## src/rtl/alien_formation_pkg.sv

```systemverilog
// -----------------------------------------------------------------------------
// alien_formation_pkg
//   Shared geometry, speed constants and the formation state type for the
//   enemy-grid block and its helpers.
//   No ports; imported with "import alien_formation_pkg::*".
// -----------------------------------------------------------------------------
package alien_formation_pkg;

    // Grid shape
    localparam int unsigned NUM_ROWS   = 10;
    localparam int unsigned NUM_COLS   = 6;
    localparam int unsigned NUM_ALIENS = NUM_ROWS * NUM_COLS;

    // Alien geometry, pixels
    localparam int unsigned ENEMY_W   = 32;
    localparam int unsigned ENEMY_H   = 28;
    localparam int unsigned SPACING_X = 50;
    localparam int unsigned SPACING_Y = 16;
    localparam int unsigned PITCH_X   = ENEMY_W + SPACING_X;
    localparam int unsigned PITCH_Y   = ENEMY_H + SPACING_Y;

    // Playfield
    localparam int unsigned HRES      = 1280;
    localparam int unsigned HSTART    = 419;
    localparam int unsigned VSTART    = 108;
    localparam int unsigned DROP_STEP = 32;
    localparam int unsigned FLOOR_Y   = 684;

    // Speed control
    localparam int unsigned BASE_SPEED     = 1;
    localparam int unsigned FORM_MAX_SPEED = 4;
    localparam int unsigned SPEEDUP_STEP   = 8;

    typedef enum logic [1:0] {
        MARCH,
        DROP,
        CLEAR,
        INVADED
    } form_state_t;

    // Starting speed of a wave: grows with the level, capped at the ceiling.
    function automatic logic [2:0] wave_speed(input logic [3:0] lvl);
        logic [4:0] s;
        s = 5'(BASE_SPEED) + {1'b0, lvl};
        if (s > 5'(FORM_MAX_SPEED)) begin
            s = 5'(FORM_MAX_SPEED);
        end
        return s[2:0];
    endfunction

endpackage

```

## src/rtl/alien_formation_if.sv

```systemverilog
// -----------------------------------------------------------------------------
// alien_formation_if
//   Bundles the formation's control, kill-request and renderer-facing signals.
//   master : game control / collision side (drives frame_tick, restart, kill_*)
//   slave  : the formation itself (drives kill_hit, position, bitmap, status)
//   Signals:
//     frame_tick, restart        one-cycle control pulses
//     kill_valid/kill_row/col    kill request, answered by kill_hit next cycle
//     form_x/form_y              anchor of alien[0][0]
//     alive, alive_count         bitmap (row*NUM_COLS+col) and population
//     dir_right, speed, level    motion status and wave counter
//     wave_clear, invaded        status to game control
// -----------------------------------------------------------------------------
interface alien_formation_if;
    import alien_formation_pkg::*;

    logic                  frame_tick;
    logic                  restart;
    logic                  kill_valid;
    logic [3:0]            kill_row;
    logic [2:0]            kill_col;
    logic                  kill_hit;
    logic [10:0]           form_x;
    logic [9:0]            form_y;
    logic [NUM_ALIENS-1:0] alive;
    logic [6:0]            alive_count;
    logic                  dir_right;
    logic [2:0]            speed;
    logic [3:0]            level;
    logic                  wave_clear;
    logic                  invaded;

    modport master (
        output frame_tick, restart, kill_valid, kill_row, kill_col,
        input  kill_hit, form_x, form_y, alive, alive_count,
               dir_right, speed, level, wave_clear, invaded
    );

    modport slave (
        input  frame_tick, restart, kill_valid, kill_row, kill_col,
        output kill_hit, form_x, form_y, alive, alive_count,
               dir_right, speed, level, wave_clear, invaded
    );

endinterface

```

## src/rtl/alien_formation_extent.sv

```systemverilog
// -----------------------------------------------------------------------------
// alien_extent
//   Combinational extent finder over the alive bitmap.
//   Ports:
//     alive   in  NUM_ALIENS  bitmap, bit index row*NUM_COLS+col
//     lcol    out 3           leftmost column holding a live alien
//     rcol    out 3           rightmost column holding a live alien
//     lowrow  out 4           lowest (highest-index) row holding a live alien
//   With an empty bitmap all outputs are 0.
// -----------------------------------------------------------------------------
module alien_extent
    import alien_formation_pkg::*;
(
    input  logic [NUM_ALIENS-1:0] alive,
    output logic [2:0]            lcol,
    output logic [2:0]            rcol,
    output logic [3:0]            lowrow
);

    logic [NUM_COLS-1:0] col_any;
    logic [NUM_ROWS-1:0] row_any;

    always_comb begin
        col_any = '0;
        row_any = '0;
        for (int unsigned r = 0; r < NUM_ROWS; r++) begin
            for (int unsigned c = 0; c < NUM_COLS; c++) begin
                if (alive[r*NUM_COLS + c]) begin
                    col_any[c] = 1'b1;
                    row_any[r] = 1'b1;
                end
            end
        end

        // Descending scan so the lowest occupied column is written last.
        lcol = '0;
        for (int unsigned c = NUM_COLS; c > 0; c--) begin
            if (col_any[c-1]) begin
                lcol = 3'(c - 1);
            end
        end

        rcol = '0;
        for (int unsigned c = 0; c < NUM_COLS; c++) begin
            if (col_any[c]) begin
                rcol = 3'(c);
            end
        end

        lowrow = '0;
        for (int unsigned r = 0; r < NUM_ROWS; r++) begin
            if (row_any[r]) begin
                lowrow = 4'(r);
            end
        end
    end

endmodule

```

## src/rtl/alien_formation.sv

```systemverilog
// -----------------------------------------------------------------------------
// alien_formation
//   Owns the enemy grid: anchor position, alive bitmap, march/drop FSM,
//   kill-driven speed-up and the per-level starting speed.
//   Ports:
//     clk   in  system clock
//     rst   in  synchronous active-high reset
//     bus   alien_formation_if.slave (control pulses, kill requests, grid state)
// -----------------------------------------------------------------------------
module alien_formation
    import alien_formation_pkg::*;
(
    input  logic             clk,
    input  logic             rst,
    alien_formation_if.slave bus
);

    localparam logic [11:0] PITCH_X12   = 12'(PITCH_X);
    localparam logic [11:0] PITCH_Y12   = 12'(PITCH_Y);
    localparam logic [11:0] RIGHT_OFF12 = 12'(ENEMY_W - 1);
    localparam logic [11:0] ENEMY_H12   = 12'(ENEMY_H);
    localparam logic [11:0] HRES_MAX12  = 12'(HRES - 1);
    localparam logic [11:0] FLOOR_Y12   = 12'(FLOOR_Y);

    form_state_t           state, state_n;
    logic [10:0]           form_x, form_x_n;
    logic [9:0]            form_y, form_y_n;
    logic [NUM_ALIENS-1:0] alive, alive_n;
    logic [6:0]            alive_count, alive_count_n;
    logic                  dir_right, dir_right_n;
    logic [2:0]            speed, speed_n;
    logic [3:0]            level, level_n;
    logic [3:0]            step_cnt, step_cnt_n;
    logic                  kill_hit, kill_hit_n;
    logic                  wave_clear, wave_clear_n;

    logic [2:0]  lcol;
    logic [2:0]  rcol;
    logic [3:0]  lowrow;

    logic [11:0] nx;
    logic [11:0] right_px;
    logic [11:0] left_px;
    logic [11:0] bottom;
    logic        edge_hit;
    logic        floor_hit;
    logic [5:0]  kill_idx;
    logic        kill_in_range;
    logic        kill_ok;

    // Extents come from the registered bitmap, so a same-cycle kill never
    // changes the edge test of that frame.
    alien_extent u_extent (
        .alive  (alive),
        .lcol   (lcol),
        .rcol   (rcol),
        .lowrow (lowrow)
    );

    // Geometry and kill qualification
    always_comb begin
        nx = dir_right ? ({1'b0, form_x} + {9'b0, speed})
                       : ({1'b0, form_x} - {9'b0, speed});
        right_px  = nx + ({9'b0, rcol} * PITCH_X12) + RIGHT_OFF12;
        left_px   = nx + ({9'b0, lcol} * PITCH_X12);
        // 12-bit signed view: a step past x=0 shows up as a negative left pixel.
        edge_hit  = ($signed(right_px) > $signed(HRES_MAX12)) || left_px[11];

        bottom    = {2'b0, form_y} + ({8'b0, lowrow} * PITCH_Y12) + ENEMY_H12;
        floor_hit = (bottom >= FLOOR_Y12);

        kill_in_range = (bus.kill_row < 4'(NUM_ROWS)) && (bus.kill_col < 3'(NUM_COLS));
        // Wraps for out-of-range targets, but those are masked by kill_in_range.
        kill_idx      = (6'(bus.kill_row) * 6'(NUM_COLS)) + 6'(bus.kill_col);
        kill_ok       = bus.kill_valid && kill_in_range &&
                        ((state == MARCH) || (state == DROP)) && alive[kill_idx];
    end

    // Next-state and datapath update
    always_comb begin
        state_n       = state;
        form_x_n      = form_x;
        form_y_n      = form_y;
        alive_n       = alive;
        alive_count_n = alive_count;
        dir_right_n   = dir_right;
        speed_n       = speed;
        level_n       = level;
        step_cnt_n    = step_cnt;
        kill_hit_n    = 1'b0;
        wave_clear_n  = 1'b0;

        if (bus.restart) begin
            state_n       = MARCH;
            form_x_n      = 11'(HSTART);
            form_y_n      = 10'(VSTART);
            alive_n       = '1;
            alive_count_n = 7'(NUM_ALIENS);
            dir_right_n   = 1'b1;
            step_cnt_n    = '0;
            if ((state == CLEAR) && (level != 4'hF)) begin
                level_n = level + 4'd1;
            end
            speed_n = wave_speed(level_n);
        end else begin
            unique case (state)
                MARCH: begin
                    if (bus.frame_tick) begin
                        if (edge_hit) begin
                            form_y_n    = form_y + 10'(DROP_STEP);
                            dir_right_n = ~dir_right;
                            state_n     = DROP;
                        end else begin
                            form_x_n = nx[10:0];
                        end
                    end
                end
                DROP: begin
                    // form_y already holds the dropped value here.
                    if (floor_hit) begin
                        state_n = INVADED;
                    end else if (bus.frame_tick) begin
                        state_n = MARCH;
                    end
                end
                default: ;
            endcase

            if (kill_ok) begin
                alive_n[kill_idx] = 1'b0;
                alive_count_n     = alive_count - 7'd1;
                kill_hit_n        = 1'b1;
                if (step_cnt == 4'(SPEEDUP_STEP - 1)) begin
                    step_cnt_n = '0;
                    if (speed < 3'(FORM_MAX_SPEED)) begin
                        speed_n = speed + 3'd1;
                    end
                end else begin
                    step_cnt_n = step_cnt + 4'd1;
                end
                // Killing the last alien overrides any drop/invade transition.
                if (alive_count == 7'd1) begin
                    state_n      = CLEAR;
                    wave_clear_n = 1'b1;
                end
            end
        end
    end

    always_ff @(posedge clk) begin
        if (rst) begin
            state       <= MARCH;
            form_x      <= 11'(HSTART);
            form_y      <= 10'(VSTART);
            alive       <= '1;
            alive_count <= 7'(NUM_ALIENS);
            dir_right   <= 1'b1;
            speed       <= 3'(BASE_SPEED);
            level       <= '0;
            step_cnt    <= '0;
            kill_hit    <= 1'b0;
            wave_clear  <= 1'b0;
        end else begin
            state       <= state_n;
            form_x      <= form_x_n;
            form_y      <= form_y_n;
            alive       <= alive_n;
            alive_count <= alive_count_n;
            dir_right   <= dir_right_n;
            speed       <= speed_n;
            level       <= level_n;
            step_cnt    <= step_cnt_n;
            kill_hit    <= kill_hit_n;
            wave_clear  <= wave_clear_n;
        end
    end

    assign bus.kill_hit    = kill_hit;
    assign bus.form_x      = form_x;
    assign bus.form_y      = form_y;
    assign bus.alive       = alive;
    assign bus.alive_count = alive_count;
    assign bus.dir_right   = dir_right;
    assign bus.speed       = speed;
    assign bus.level       = level;
    assign bus.wave_clear  = wave_clear;
    assign bus.invaded     = (state == INVADED);

endmodule

```

## src/flat_wrapper.sv

```systemverilog
// flat-port wrapper written by rule: the top's interface ports become plain ports
module alien_formation_flat import alien_formation_pkg::*;
  (clk, rst, bus_frame_tick, bus_restart, bus_kill_valid, bus_kill_row, bus_kill_col, bus_kill_hit, bus_form_x, bus_form_y, bus_alive, bus_alive_count, bus_dir_right, bus_speed, bus_level, bus_wave_clear, bus_invaded);
  alien_formation_if bus_i ();
  input  logic clk;
  input  logic rst;
  input wire logic [$bits(bus_i.frame_tick)-1:0] bus_frame_tick;
  input wire logic [$bits(bus_i.restart)-1:0] bus_restart;
  input wire logic [$bits(bus_i.kill_valid)-1:0] bus_kill_valid;
  input wire logic [$bits(bus_i.kill_row)-1:0] bus_kill_row;
  input wire logic [$bits(bus_i.kill_col)-1:0] bus_kill_col;
  output wire logic [$bits(bus_i.kill_hit)-1:0] bus_kill_hit;
  output wire logic [$bits(bus_i.form_x)-1:0] bus_form_x;
  output wire logic [$bits(bus_i.form_y)-1:0] bus_form_y;
  output wire logic [$bits(bus_i.alive)-1:0] bus_alive;
  output wire logic [$bits(bus_i.alive_count)-1:0] bus_alive_count;
  output wire logic [$bits(bus_i.dir_right)-1:0] bus_dir_right;
  output wire logic [$bits(bus_i.speed)-1:0] bus_speed;
  output wire logic [$bits(bus_i.level)-1:0] bus_level;
  output wire logic [$bits(bus_i.wave_clear)-1:0] bus_wave_clear;
  output wire logic [$bits(bus_i.invaded)-1:0] bus_invaded;
  assign bus_i.frame_tick = bus_frame_tick;
  assign bus_i.restart = bus_restart;
  assign bus_i.kill_valid = bus_kill_valid;
  assign bus_i.kill_row = bus_kill_row;
  assign bus_i.kill_col = bus_kill_col;
  assign bus_kill_hit = bus_i.kill_hit;
  assign bus_form_x = bus_i.form_x;
  assign bus_form_y = bus_i.form_y;
  assign bus_alive = bus_i.alive;
  assign bus_alive_count = bus_i.alive_count;
  assign bus_dir_right = bus_i.dir_right;
  assign bus_speed = bus_i.speed;
  assign bus_level = bus_i.level;
  assign bus_wave_clear = bus_i.wave_clear;
  assign bus_invaded = bus_i.invaded;
  alien_formation u_core (.clk(clk), .rst(rst), .bus(bus_i));
endmodule
```

## config.mk

```make
export PLATFORM = sky130hd
export DESIGN_NAME = alien_formation_flat
export DESIGN_NICKNAME = d
export VERILOG_FILES = /design/src/rtl/alien_formation_pkg.sv /design/src/rtl/alien_formation_if.sv /design/src/rtl/alien_formation_extent.sv /design/src/rtl/alien_formation.sv /design/src/flat_wrapper.sv
export SDC_FILE = /design/constraint.sdc
export NUM_CORES = 1
export LEC_CHECK = 0
export BUFFER_PORTS_ARGS = -buffer_cell sky130_fd_sc_hd__clkbuf_2
export CAP_MARGIN = 20
export CORE_MARGIN = 2
export CORE_UTILIZATION = 60
export DETAILED_ROUTE_END_ITERATION = 8
export PLACE_DENSITY = 0.83
export SYNTH_ARGS = -nofsm -noshare
export SYNTH_HDL_FRONTEND = slang
export SYNTH_SLANG_ARGS = --single-unit
```

## constraint.sdc

```tcl
create_clock -name clk -period 7.8 [get_ports clk]
set_input_delay 0.39 -clock clk [delete_from_list [all_inputs] [get_ports clk]]
set_output_delay 0.39 -clock clk [all_outputs]
set_load 0.005 [all_outputs]
```

# Word-level counts from Yosys, hierarchy flattened
# Index checks and enable logic that the tools add are counted.
[op_classes] muxes=156 n_lt_le_gt_ge=8 add_sub_neg=14 n_reduce_logical=17 eq_ne=6 mul=4 bitwise=5
[ops] op="$mux 1" n=120
[ops] op="$and 60x60->60" n=1
[ops] op="$not 60->60" n=1
[ops] op="$mux 3" n=15
[ops] op="$mux 4" n=11
[ops] op="$add 12x10->12" n=2
[ops] op="$add 12x5->12 const B" n=2
[ops] op="$mul 3x6->9 const B" n=2
[ops] op="$add 11x3->12" n=1
[ops] op="$ge 12x10->1 const B" n=1
[ops] op="$gt 12x12->1 const B" n=1
[ops] op="$mux 12" n=1
[ops] op="$mux 2" n=6
[ops] op="$sub 11x3->12" n=1
[ops] op="$add 10x10->11" n=1
[ops] op="$add 10x6->10 const B" n=1
[ops] op="$reduce_and 3->1" n=3
[ops] op="$add 4x1->4 const B" n=2
[ops] op="$mul 4x4->8 const B" n=1
[ops] op="$eq 7x1->1 const B" n=1
[ops] op="$lt 6x7->1 const B" n=1
[ops] op="$sub 7x1->7 const B" n=1
[ops] op="$add 6x3->6" n=1
[ops] op="$bmux 1 s6" n=1
[ops] op="other kinds (20)" n=32
[word_totals] input_bits=12 wordCells=221 out_inout_bits=99 register_bits=104

# Longest topological paths before layout
[logic_depth] word_depth=25 depth_mapped=24 depth_no_buf=23

# Hierarchy
# Synthesis repeated with hierarchy kept, for this count alone.
[unflattened] cells_unflattened=863 hier_area_um2=7338.3
[by_module_without_submodules] mod="alien_formation" cells_each=801 n_inst=1 area_per_inst_um2=6922.9
[by_module_without_submodules] mod="alien_extent" cells_each=62 n_inst=1 area_per_inst_um2=415.4

# Worst setup path after synthesis
# OpenSTA, ideal clock, no wires.
[synth_path] path_type="register to register" startpoint="reg u_core.speed[0] (netlist: u_core.bus.speed[0])" endpoint="reg u_core.form_x[5] (netlist: u_core.bus.form_x[5])" path_stages_with_launch=23 setup_ns=0.129 period_less_slack_ns=4.900 path_slack_ns=2.900 arrival_time_ns=4.770 path_cell_list="dfxtp_1 inv_1 ha_1 ha_1 mux2_2 ha_1 nor2b_1 o2111ai_1 nand2_1 nor2_1 xnor2_1 ha_1 ha_1 a2111oi_0 o21ai_0 a31o_1 a21oi_1 nor4b_1 a211oi_1 o21ai_2 buf_6 mux2i_1 nand2_1"
[synth_via] elab_chain_len=8 word_cells_on_any_way=10
[synth_rtl] item="from (decl)" line_no="alien_formation.sv:31" source="logic [2:0] speed, speed_n;"
[synth_rtl] item="from (signal assigned)" line_no="alien_formation.sv:158" source="speed <= 3'(BASE_SPEED);"
[synth_rtl] item="from (signal assigned)" line_no="alien_formation.sv:170" source="speed <= speed_n;"
[synth_rtl] item="$sub 11x3->12 or $add 11x3->12 (tied branches)" line_no="alien_formation.sv:63, alien_formation.sv:62"
[synth_rtl] item="$mux 12 *" line_no="alien_formation.sv:62" source="nx = dir_right ? ({1'b0, form_x} + {9'b0, speed})"
[synth_rtl] item="via u_core.nx[6]" line_no="alien_formation.sv:41" source="logic [11:0] nx;"
[synth_rtl] item="$add 12x10->12" line_no="alien_formation.sv:64" source="right_px = nx + ({9'b0, rcol} * PITCH_X12) + RIGHT_OFF12;"
[synth_rtl] item="$add 12x5->12" line_no="alien_formation.sv:64"
[synth_rtl] item="$gt 12x12->1" line_no="alien_formation.sv:67" source="edge_hit = ($signed(right_px) > $signed(HRES_MAX12)) || left_px[11];"
[synth_rtl] item="$logic_or 1x1->1 *" line_no="alien_formation.sv:67"
[synth_rtl] item="$not 1->1 (no line) *"
[synth_rtl] item="$reduce_and 3->1 (no line) *"
[synth_rtl] item="to (signal assigned)" line_no="alien_formation.sv:153" source="form_x <= 11'(HSTART);"
[synth_rtl] item="to (signal assigned)" line_no="alien_formation.sv:165" source="form_x <= form_x_n;"
[synth_rtl] item="to (decl)" line_no="alien_formation.sv:26" source="logic [10:0] form_x, form_x_n;"
# Mark *: on every way through the listed nets, which the timed path passes. The rest lies on a longest branch.
# A chain may end at the register's enable or synchronous reset.

# Worst setup path after layout
[layout_path] startpoint="reg u_core.speed[0] (netlist: u_core.bus.speed[0])" endpoint="reg u_core.form_x[9] (netlist: u_core.bus.form_x[9])"
# The elaborated chain is that of the path after synthesis.

==> metrics.cfg <==
[die]
core_area_mm2 = 0.0110
dieArea_mm2 = 0.0122
die-height_um = 111
die_w_um = 111
boundaryPins = 111
start_util_pct = 62.1
row_count = 38

[timing]
slew_viol_final = 0
min_period_over_period_pct = 76.3
relSlewSlack_pct = 23.6
fin_skew_ns = 0.00680
tightest_slew_ns = 1.15
fmax_mhz = 168
rsz0062_at_grt = no
hold_viol = 0
fin_tns_setup_ns = 0
setup_violations = 0
post-route-min-period_ns = 5.95

[layout]
finalNonFillerCells = 1048
drive_gt1_share_pct = 16.4
utilization_pct = 69.8
final_cell_mix = 105 x clkbuf_2, 99 x dfxtp_1, 98 x nand2_1
fin_area_mm2 = 0.00767
final_common_cell = clkbuf_2
nets = 994
fill_cells = 887
antennaDiodeCount = 0
syn_to_final_growth_pct = 12.5

[worst_setup_path]
crit_fanout = 12
cp_data_required_time_ns = 8.02
r2r-start = u_core.bus.speed[0]
end_kind = flip-flop
cp-startpoint = u_core.bus.speed[0]
path_class = flip-flop to flip-flop
worstSetupStartpointType = flip-flop
worstPathArrival_ns = 6.17

[yosys]
synth-seq-cells = 99
synth.distinct_cells = 80
synthArstFlopShare_pct = 0
synthesis.area_mm2 = 0.00682
synth-edff-count = 0
yosysSeqAreaShare_pct = 29.1
netlist.area_leader.share_pct = 29.1
yosysTopAreaCell = dfxtp_1
synth.area.top_cells = dfxtp_1 29%, ha_1 14%, nand2_1 5.4%, nor2_1 3.8%, mux2i_1 2.9%
synth_cells = 817
synthFlopType = dfxtp_1
yosysWarnings = 0
syn_area_per_cell_um2 = 8.35

[global_routing]
grt_usage_pct = 31.0
antenna_found_initial = 0
grt_max_degree = 75
grt_pass1_wl_um = 31100
first_global_vias = 6068
grt_overflow = 0

[cts]
clock-sinks = 99
clk_path_buf_depth = 2
cts.reportedPaths.clkPinSlew_ns = 0.07
htree_levels = 3
clock_latency_ns = 0.36
cts_resized = 0
post-cts-setup-buffer-count = 0
numCtsBuffers = 9
cts-root-buf = clkbuf_16
holdBufCountCts = 0
cts_tree = yes

[place]
place.gp.congestion = 1.03
placed_area_mm2 = 0.00738
dp.cells = 1032
place_hpwl_um = 14300
io_buffers = 105

[status]
status = completed

[routing]
wl_um = 19200
drcViolationCount = 0
dr.pass1.iters = 5
vias = 6582
routed_via_density = 6.28
drtIter0Drc = 550
ant_nets = 0
routedWlPerCell_um = 18.3

[hold_path]
worstHoldStart = rst
hold_class = input port to flip-flop

[run]
cap_violations = 0

[pwr]
vdd_drop_max_mv = 0.174
p_per_area_mw_per_mm2 = 208
p_leak_uw = 0.00323

==> final cells by class <==
type / instances / area [um2] / area share [%]
multi-input combinational: 644 / 4530 / 59.0
sequential: 99 / 1980 / 25.8
timing repair buffer: 106 / 533 / 6.95
clock buffer: 9 / 225 / 2.94
tap: 140 / 175 / 2.28
inverter: 43 / 161 / 2.10
clock inverter: 7 / 65.1 / 0.848
==> worst paths after layout <==
path	endpoint	slack (ns)	depth (start not counted)
max	u_core.bus.form_x[9]	1.85	21
min	u_core.bus.level[3]	0.36	2
max reg2reg	u_core.bus.form_x[9]	1.85	21
min reg2reg	u_core.step_cnt[3]	0.47	2
==> cells by family after synthesis <==
logic type	count (synthesis)	share of synthesized area, %
compound gates	178	16.9
xor+xnor	33	4.46
fa+ha+maj	79	15.0
buf+inv	78	4.88
flops	99	29.1
mux	33	6.40
other cells	2	0.110
simple gates	315	23.2
==> cell usage after synthesis, drive strengths merged (7+ instances only) <==
cell type,n
mux2i,20
nand2,98
xnor2,20
a21oi,31
or4,8
or3,8
inv,42
nor3,24
clkbuf,18
buf,17
dfxtp,99
nor4,18
nor2b,14
ha,74
o21ai,53
nor2,69
or2,7
and3,9
a211oi,12
a21o,8
mux4,8
xor2,12
a31oi,21
and2,7
nand3,17
nand2b,8
==> critical path, stage by stage, from the launching register on <==
cell	delay (ns)
dfxtp_1	0.45
inv_1	0.09
ha_1	0.23
ha_1	0.29
mux2_2	0.27
ha_1	0.34
nor2b_1	0.17
o2111ai_1	0.23
nand2_1	0.07
nor2_1	0.13
xnor2_1	0.21
ha_1	0.30
ha_1	0.35
a2111oi_0	0.59
o21ai_0	0.24
a31o_1	0.26
a21oi_1	0.16
nor4b_1	0.35
a211oi_1	0.11
o21ai_2	0.59
mux2i_1	0.32
nor2_1	0.06
==> state kept, by name, indices dropped and copies added, names as in the netlist <==
name / cells
u_core.bus.alive: 60
u_core.bus.alive_count: 7
u_core.bus.dir_right: 1
u_core.bus.form_x: 11
u_core.bus.form_y: 5
u_core.bus.kill_hit: 1
u_core.bus.level: 4
u_core.bus.speed: 3
u_core.bus.wave_clear: 1
u_core.state: 2
u_core.step_cnt: 4
==> where the power goes <==
group	switching, uW	total, uW	internal [uW]
logic	365	605	241
clock network	224	450	226
registers	22.8	544	521
==> metal layers <==
metal | up-vias | share of wire, % | global-route usage (%)
li1 | 3131 | - | -
met4 | 0 | 2.8 | 12.1
met3 | 48 | 9.5 | 7.74
met2 | 317 | 45 | 47.1
met1 | 3086 | 43 | 42.3
met5 | - | 0 | 0
==> stage by stage <==
step           setup slack (ns)  total power [uW]  hold WS, ns
3_5_place_dp               2.08              1140        0.459
4_1_cts                    1.98              1590        0.355
5_1_grt                    1.28              1690        0.369
6_report                   1.85              1600        0.359
2_1_floorplan              2.90              1020        0.440
3_3_place_gp               2.20              1130        0.451
(Power assumes the default switching activity.)
